### config.mk
export PLATFORM = sky130hd
export DESIGN_NAME = rv32_int_exec
export DESIGN_NICKNAME = d
export VERILOG_FILES = /design/src/rtl/rv32_exec_pkg.sv /design/src/rtl/rv32_alu_core.sv /design/src/rtl/rv32_int_exec.sv
export SDC_FILE = /design/constraint.sdc
export NUM_CORES = 1
export LEC_CHECK = 0
export ABC_CLOCK_PERIOD_IN_PS = 15450
export BUFFER_PORTS_ARGS = -buffer_cell sky130_fd_sc_hd__buf_2
export CORE_UTILIZATION = 46
export CTS_CLUSTER_DIAMETER = 40
export CTS_CLUSTER_SIZE = 12
export DETAILED_ROUTE_END_ITERATION = 7
export GPL_TIMING_DRIVEN = 0
export PLACE_DENSITY = 0.67
export SLEW_MARGIN = 30
export SYNTH_ARGS = -nofsm -noshare
export SYNTH_HDL_FRONTEND = slang
export SYNTH_HIERARCHICAL = 1
export SYNTH_SLANG_ARGS = --single-unit
### constraint.sdc
create_clock -name clk -period 15.45 [get_ports clk]
set_clock_uncertainty 0.05 [all_clocks]
set_input_delay 2.3175 -clock clk [delete_from_list [all_inputs] [get_ports clk]]
set_output_delay 2.3175 -clock clk [all_outputs]
set_load 0.005 [all_outputs]
### src/rtl/rv32_exec_pkg.sv
// Shared encodings for the RV32I integer execute stage: operation classes
// and the funct3 values decoded by the ALU and the branch comparator.
package rv32_exec_pkg;

    localparam int XLEN_DEFAULT = 32;

    // Operation class driven by the decoder alongside the operands.
    localparam logic [1:0] OPC_R    = 2'b00;
    localparam logic [1:0] OPC_I    = 2'b01;
    localparam logic [1:0] OPC_B    = 2'b10;
    localparam logic [1:0] OPC_NONE = 2'b11;

    // ALU funct3 (R and I classes).
    localparam logic [2:0] F3_ADD  = 3'b000;
    localparam logic [2:0] F3_SLL  = 3'b001;
    localparam logic [2:0] F3_SLT  = 3'b010;
    localparam logic [2:0] F3_SLTU = 3'b011;
    localparam logic [2:0] F3_XOR  = 3'b100;
    localparam logic [2:0] F3_SR   = 3'b101;
    localparam logic [2:0] F3_OR   = 3'b110;
    localparam logic [2:0] F3_AND  = 3'b111;

    // Branch funct3 (B class); 010 and 011 are not branches.
    localparam logic [2:0] F3_BEQ  = 3'b000;
    localparam logic [2:0] F3_BNE  = 3'b001;
    localparam logic [2:0] F3_BLT  = 3'b100;
    localparam logic [2:0] F3_BGE  = 3'b101;
    localparam logic [2:0] F3_BLTU = 3'b110;
    localparam logic [2:0] F3_BGEU = 3'b111;

endpackage

### src/rtl/rv32_alu_core.sv
// Combinational 32-bit ALU shared by register-register and
// register-immediate operations. alt selects SUB over ADD and arithmetic
// over logical right shift; the caller masks it where it must not apply.
module rv32_alu_core
    import rv32_exec_pkg::*;
(
    input  logic [31:0] a,
    input  logic [31:0] b,
    input  logic [2:0]  funct3,
    input  logic        alt,
    output logic [31:0] y
);

    logic [4:0]  shamt;
    logic [31:0] xor_bits;
    logic [31:0] or_bits;
    logic [31:0] and_bits;

    // Only the low five bits of operand B form the shift amount.
    assign shamt = b[4:0];

    // Bitwise logic ops, one slice per bit.
    genvar gi;
    generate
        for (gi = 0; gi < 32; gi++) begin : g_logic
            assign xor_bits[gi] = a[gi] ^ b[gi];
            assign or_bits[gi]  = a[gi] | b[gi];
            assign and_bits[gi] = a[gi] & b[gi];
        end
    endgenerate

    // Select the operation result by funct3.
    always_comb begin
        y = 32'h0;
        case (funct3)
            F3_ADD:  y = alt ? (a - b) : (a + b);
            F3_SLL:  y = a << shamt;
            F3_SLT:  y = {31'h0, ($signed(a) < $signed(b))};
            F3_SLTU: y = {31'h0, (a < b)};
            F3_XOR:  y = xor_bits;
            F3_SR:   y = alt ? 32'($signed(a) >>> shamt) : (a >> shamt);
            F3_OR:   y = or_bits;
            F3_AND:  y = and_bits;
            default: y = 32'h0;
        endcase
    end

endmodule

### src/rtl/rv32_int_exec.sv
// Registered RV32I execute stage: ALU results for R/I classes, branch
// decision and target for the B class, one cycle from accept to output.
module rv32_int_exec
    import rv32_exec_pkg::*;
#(
    parameter int XLEN = XLEN_DEFAULT
)(
    input  logic            clk,
    input  logic            reset,
    input  logic            in_valid,
    input  logic [1:0]      op_class,
    input  logic [2:0]      funct3,
    input  logic            bit_th,
    input  logic [XLEN-1:0] rv1,
    input  logic [XLEN-1:0] rv2,
    input  logic [XLEN-1:0] imm,
    input  logic [XLEN-1:0] iaddr,
    output logic            out_valid,
    output logic [XLEN-1:0] result,
    output logic [XLEN-1:0] br_target,
    output logic            br_taken
);

    logic [XLEN-1:0] alu_b;
    logic            alu_alt;
    logic [XLEN-1:0] alu_y;
    logic [XLEN-1:0] result_next;
    logic [XLEN-1:0] target_next;
    logic            taken_next;

    logic            out_valid_reg;
    logic [XLEN-1:0] result_reg;
    logic [XLEN-1:0] br_target_reg;
    logic            br_taken_reg;

    // I-class takes the immediate as operand B; ADDI has no subtract form,
    // so bit 30 is ignored there (it is part of the immediate).
    assign alu_b   = (op_class == OPC_I) ? imm : rv2;
    assign alu_alt = bit_th & ~((op_class == OPC_I) && (funct3 == F3_ADD));

    rv32_alu_core u_alu (
        .a      (rv1),
        .b      (alu_b),
        .funct3 (funct3),
        .alt    (alu_alt),
        .y      (alu_y)
    );

    // Branch target is computed for every accepted op, wrapping mod 2^32.
    assign target_next = iaddr + imm;

    // Branch comparator and result select; non-branches never take.
    always_comb begin
        result_next = '0;
        taken_next  = 1'b0;
        case (op_class)
            OPC_R, OPC_I: result_next = alu_y;
            OPC_B: begin
                case (funct3)
                    F3_BEQ:  taken_next = (rv1 == rv2);
                    F3_BNE:  taken_next = (rv1 != rv2);
                    F3_BLT:  taken_next = ($signed(rv1) <  $signed(rv2));
                    F3_BGE:  taken_next = ($signed(rv1) >= $signed(rv2));
                    F3_BLTU: taken_next = (rv1 <  rv2);
                    F3_BGEU: taken_next = (rv1 >= rv2);
                    default: taken_next = 1'b0;
                endcase
            end
            default: begin
                result_next = '0;
                taken_next  = 1'b0;
            end
        endcase
    end

    // Output registers: reset clears all, a bubble clears the strobes and
    // holds the data fields.
    always_ff @(posedge clk) begin
        if (reset) begin
            out_valid_reg <= 1'b0;
            result_reg    <= '0;
            br_target_reg <= '0;
            br_taken_reg  <= 1'b0;
        end else if (in_valid) begin
            out_valid_reg <= 1'b1;
            result_reg    <= result_next;
            br_target_reg <= target_next;
            br_taken_reg  <= taken_next;
        end else begin
            out_valid_reg <= 1'b0;
            result_reg    <= result_reg;
            br_target_reg <= br_target_reg;
            br_taken_reg  <= 1'b0;
        end
    end

    assign out_valid = out_valid_reg;
    assign result    = result_reg;
    assign br_target = br_target_reg;
    assign br_taken  = br_taken_reg;

endmodule

# After elaboration in Yosys (flattened, before gate mapping)
# Index checks and enable logic that the tools add are counted.
[totals]
register_bits = 66
input_bits = 137
output_inout_bits = 66
word_cells = 139
[op_classes]
n_addsub = 3
magnitude_cmp = 6
n_eq_ne = 11
n_shift = 3
muxes = 7
n_bitwise = 100
n_reduce_logical = 5
[op_table]
columns = ["op", "count"]
rows = [
  ["32-bit case mux with 8 select lines", 1],
  ["32-bit less-than comparator", 4],
  ["32-bit two-way mux", 4],
  ["32-bit adder", 2],
  ["32-bit greater-or-equal comparator", 2],
  ["1-bit AND", 33],
  ["32-bit == test", 1],
  ["32-bit != test", 1],
  ["1-bit OR", 32],
  ["32-bit by 5-bit << shifter with 32-bit output", 1],
  ["32-bit by 5-bit >> shifter with 32-bit output", 1],
  ["32-bit by 5-bit >>> shifter with 32-bit output", 1],
  ["32-bit subtractor", 1],
  ["1-bit bitwise XOR", 32],
  ["3-bit == test, second input constant", 4],
  ["3-bit by 2-bit == test with 1-bit output, second input constant", 2],
  ["1-bit case mux with 6 select lines", 1],
  ["3-bit by 1-bit == test with 1-bit output, second input constant", 1],
  ["3-bit zero test", 1],
  ["1-bit NOT", 3],
  ["3-bit OR reduction", 1],
  ["2-bit by 1-bit == test with 1-bit output, second input constant", 1],
  ["2-bit == test, second input constant", 1],
  ["2-bit zero test", 1],
  ["other kinds (3)", 3],
]

# Depth between registers and ports, before layout
[logic_depth]
word_depth = 7
mapped_depth = 22
ltp_nobuf = 18

# Modules after synthesis
# Netlist, hierarchy kept.
[modules_own_cells]
columns = ["module", "instances", "cells_per_inst", "area_each_um2", "seq_area_each_um2"]
rows = [
  ["rv32_alu_core", 1, 1264, 8540.7, 0.0],
  ["rv32_int_exec", 1, 655, 5074.9, 1321.3],
]

# Least setup slack after synthesis
# No wires, ideal clock.
[synth_path]
kind = "input-to-reg"
from = "input op_class[0]"
to = "register result_reg[31] (netlist: result[31])"
setup_time_ns = 0.128
t_arrival_ns = 6.402
required_time_ns = 15.272
path_slack_ns = 8.870
cell_stages = 20
path_buffers = 4
path_cell_list = "nor2b_1 -> clkbuf_1 -> buf_1 -> nand2_1 -> o21ai_0 -> clkinv_1 -> buf_1 -> buf_1 -> ha_1 -> o211ai_1 -> o211ai_2 -> a2111oi_2 -> nor2_2 -> a221oi_4 -> o21ai_2 -> a41o_1 -> a31oi_1 -> o311ai_1 -> a22oi_1 -> nor2_1"
[synth_between]
elab_cells_between_ends = 19
cone_classes = "2 x add/sub; 1 x eq/ne; 3 x shift; 5 x mux; 5 x bitwise; 3 x reduce/logical"
[synth_lines]
columns = ["element", "line", "text"]
rows = [
  ["start: declaration", "rv32_int_exec.sv:11", "input logic [1:0] op_class,"],
  ["2-bit by 1-bit == test with 1-bit output (*)", "rv32_int_exec.sv:38", "assign alu_b = (op_class == OPC_I) ? imm : rv2;"],
  ["32-bit two-way mux (*)", "rv32_int_exec.sv:38", ""],
  ["net alu_b[2]", "rv32_int_exec.sv:24", "logic [XLEN-1:0] alu_b;"],
  ["32-bit adder, or another cell as far along", "rv32_alu_core.sv:36", "F3_ADD: y = alt ? (a - b) : (a + b);"],
  ["32-bit two-way mux (on tied branches)", "rv32_alu_core.sv:36, rv32_alu_core.sv:41", ""],
  ["32-bit case mux with 8 select lines (*)", "rv32_alu_core.sv:35", "case (funct3)"],
  ["net alu_y[31]", "rv32_int_exec.sv:26", "logic [XLEN-1:0] alu_y;"],
  ["32-bit two-way mux (*)", "rv32_int_exec.sv:56", "case (op_class)"],
  ["end signal: assignment", "rv32_int_exec.sv:86", "result_reg <= result_next;"],
  ["end signal: assignment", "rv32_int_exec.sv:91", "result_reg <= result_reg;"],
  ["end: declaration", "rv32_int_exec.sv:32", "logic [XLEN-1:0] result_reg;"],
]
# The timed path passes the listed nets; every way through them passes the cells marked *.
# A chain may end at the register's enable or synchronous reset.

# Final worst setup path
[layout_path]
from = "input op_class[1]"
to = "register result_reg[29] (netlist: result[29])"
# The elaborated chain is that of the path after synthesis.

==> metrics.md <==
| Metric | Value |
|---|---|
| Worst-path clk slew | `0.05 ns` |
| Worst-Skew Late Latency | `0.37 ns` |
| Maximum VDD drop | `56.64 uV` |
| Port Buffers | `between 200 and 250` |
| Syn_nets | `roughly 2,200` |
| Detailed Route WL | `69,900 microns` |
| Routability cong. | `1.176` |
| Total grt overflow | `0` |
| CTS tree | `built` |
| GRT Total Usage | `45.23%` |
| Distinct cell type count after synthesis | `93` |
| Met2 GRT Util | `70.25%` |
| CTS Sinks | `66` |
| Post-CTS sizing | `0` |
| Sw Ratio | `50.47%` |
| Die height | `about 170 microns` |
| DP HPWL | `56,220 microns` |
| Vias/cell | `between 6 and 7` |
| Layout area overhead | `13.12%` |
| Psw | `about 550 uW` |
| Outcome | `finished clean` |
| Seq cells post-synth | `66` |
| RSZ-0062 raised after global routing | `no` |
| Final Hold Viols | `0` |
| Share of post-route cells with drive strength above 1 | `approximately 15%` |
| Minimum clock period | `8.681 ns` |
| Avg Cell Area, Syn | `7.095 sq um` |
| Lkg Pwr | `6.972 nW` |
| Top_reg_cell synth | `dfxtp_1` |
| Power per standard cell area | `70.32 nW/um^2` |
| Setup crit start kind | `input port` |
| Busiest grt layer | `met2` |
| Via Count | `approximately 17,000` |
| Crit path DAT | `8.86 ns` |
| Hold slack | `0.4156 ns` |
| Die area | `slightly above 30,000 sq um` |
| Root Buffer | `clkbuf_16` |
| Maxcap violations | `0` |
| Final Max Tran Viols | `0` |
| Longest Clk Path Bufs | `2` |
| Post-synth ARST share | `0%` |
| Iter 0 DRT Violations | `2,370` |
| Slew HR | `a little under a third` |
| Seq pwr share | `around 18%` |
| Hold WC Path Type | `register to register` |
| Post-synth EDFFs | `0` |
| Antenna Cells | `0` |
| Setup CP Type | `input port to register` |
| Cells after Synth | `1,919` |
| Largest net degree at the start of global routing | `14` |
| Post-Synthesis Cell Area | `13,620 sq um` |
| Met1 usage | `a little over half` |
| DRC | `0` |
| Vias in the first global route | `approximately 16,000` |
| TritonCTS Buffers | `9` |
| Hold-fix buffers, CTS | `0` |
| Post-route ant nets | `0` |
| P_int | `536.5 uW` |
| Data required time of the critical path | `15.63 ns` |
| Setup TNS | `0 ns` |
| Core area | `28,940 sq um` |
| Achievable Freq | `115.2 MHz` |
| Initial antenna violation count | `0` |
| Grt met3 use | `approximately 14%` |
| Final #Nets | `2,433` |
| Ports | `203` |
| Drt pass-1 iters | `7` |
| Setup repair bufs after CTS | `0` |
| DR WL/cell | `27.73 microns` |
| Comb pwr share | `62.7%` |
| Tcrit/Tclk final | `a little under three fifths` |
| Worst Path Max Fanout | `11` |
| Seq/Total Area, Yosys | `9.704%` |
| Least-Margin Pin Slew | `1.038 ns` |
| Die width | `174.0 microns` |
| CTS HTree Levels | `3` |
| Row count | `62` |
| Clk network pwr share | `between 15 and 20%` |
| CP Capture Type | `register` |
| Synthesis Warnings | `6` |
| Effective utilization at floorplan | `around 47%` |
| First-pass GRT wire length | `101,900 microns` |
| Endpoints failing setup | `0` |
## metrics by stage
stage                     instance area (sq um)  worst slack (ns)  total power [mW]  util, %  cells
after floorplan                           13620             8.870            0.5962        -   1919
after global routing                      15400             6.606             1.121    53.23   2521
final                                     15400             6.769             1.083    53.23   2521
after CTS                                 15400             7.134             1.045    53.23   2521
after detailed placement                  15110             6.762            0.8290    52.24   2506
after global placement                    15110             6.435            0.8302    52.21   2505
## layout make-up
type                       instances  area, sq um
clock inverter                     3        40.04
timing repair buffer             203         1018
multi-input combinational       1566        11190
fill                            2954        13530
sequential                        66         1321
tap                              384        480.5
buffer                           125        501.7
clock buffer                      12        246.5
inverter                         162        608.1
## worst paths after layout
check,end,slack (ns),depth (start not counted),startpoint
worst max-delay path,result[29]$_SDFFE_PP0P_,6.77,21,op_class[1]
worst min-delay path,br_target[22]$_SDFFE_PP0P_,0.42,2,br_target[22]$_SDFFE_PP0P_
worst max register to register,br_target[26]$_SDFFE_PP0P_,14.49,2,br_target[26]$_SDFFE_PP0P_
worst min register to register,br_target[22]$_SDFFE_PP0P_,0.42,2,br_target[22]$_SDFFE_PP0P_
## cells in the final DEF (no fill, tap or decap), types with 20 or more instances in the layout
| cell | count |
|---|---|
| nand2_1 | 163 |
| a22oi_1 | 44 |
| a211oi_1 | 25 |
| a21o_1 | 25 |
| dfxtp_1 | 66 |
| a31oi_1 | 23 |
| buf_2 | 220 |
| nor3_1 | 31 |
| xnor2_1 | 33 |
| o211ai_1 | 35 |
| clkbuf_1 | 81 |
| mux4_2 | 37 |
| nor2_1 | 216 |
| a21oi_1 | 146 |
| inv_1 | 158 |
| nand3_1 | 30 |
| nand2b_1 | 20 |
| buf_1 | 24 |
| mux2i_1 | 87 |
| o21ai_0 | 182 |
| ha_1 | 160 |
## cell families (layout without fill, tap and decap cells)
family | count (synthesis) | in the layout | synth area share (%)
xor+xnor | 45 | 45 | 2.895
fa+ha+maj | 163 | 163 | 15.14
simple gates | 564 | 564 | 18.78
flops | 66 | 66 | 9.704
compound gates | 664 | 664 | 32.32
buf+inv | 287 | 505 | 8.142
mux | 130 | 130 | 13.01
## per-layer routing
layer / up-vias / wire, microns
met5: - / 0
met4: 0 / 5104
met3: 326 / 9602
met2: 1408 / 29820
met1: 7816 / 25370
li1: 7448 / -
## critical path, stage by stage
cell       delay, ns
buf_2           0.12
nor2b_1         0.10
clkbuf_1        0.46
clkbuf_1        0.37
o21ai_0         0.36
clkinv_1        0.28
clkbuf_1        0.63
clkbuf_1        0.79
ha_1            0.38
clkbuf_2        0.18
nor2_1          0.12
o211ai_1        0.16
a2111oi_2       0.63
a21oi_2         0.21
nor4_1          0.85
o21ai_0         0.22
nand4b_1        0.16
xnor2_1         0.14
o211ai_1        0.13
a22oi_1         0.17
nor2_1          0.05
## power by group through the flow
stage,combinational (mW),clock [mW],sequential [mW]
finish,0.679,0.214,0.190
global route,0.708,0.222,0.191
CTS,0.639,0.216,0.190
detailed placement,0.636,0,0.193
global placement,0.637,0,0.193
floorplan,0.402,0,0.194
## synth_stat cells (all sizes together) (18+ instances only)
library cell    n  area, sq um
a211oi         28        225.2
a21o           25        187.7
a21oi         150        773.3
a22oi          44        330.3
a31oi          24        156.4
buf            44        195.2
clkbuf         81        305.3
dfxtp          66         1321
ha            160         2002
inv           158        593.1
mux2i          87        870.8
mux4           37        833.3
nand2         164        618.1
nand2b         20        125.1
nand3          31        160.1
nor2          218        823.3
nor3           31        155.2
nor4           18        125.1
o211ai         36        275.3
o21ai         198        998.5
xnor2          33        289.0
(Power assumes the default switching activity.)
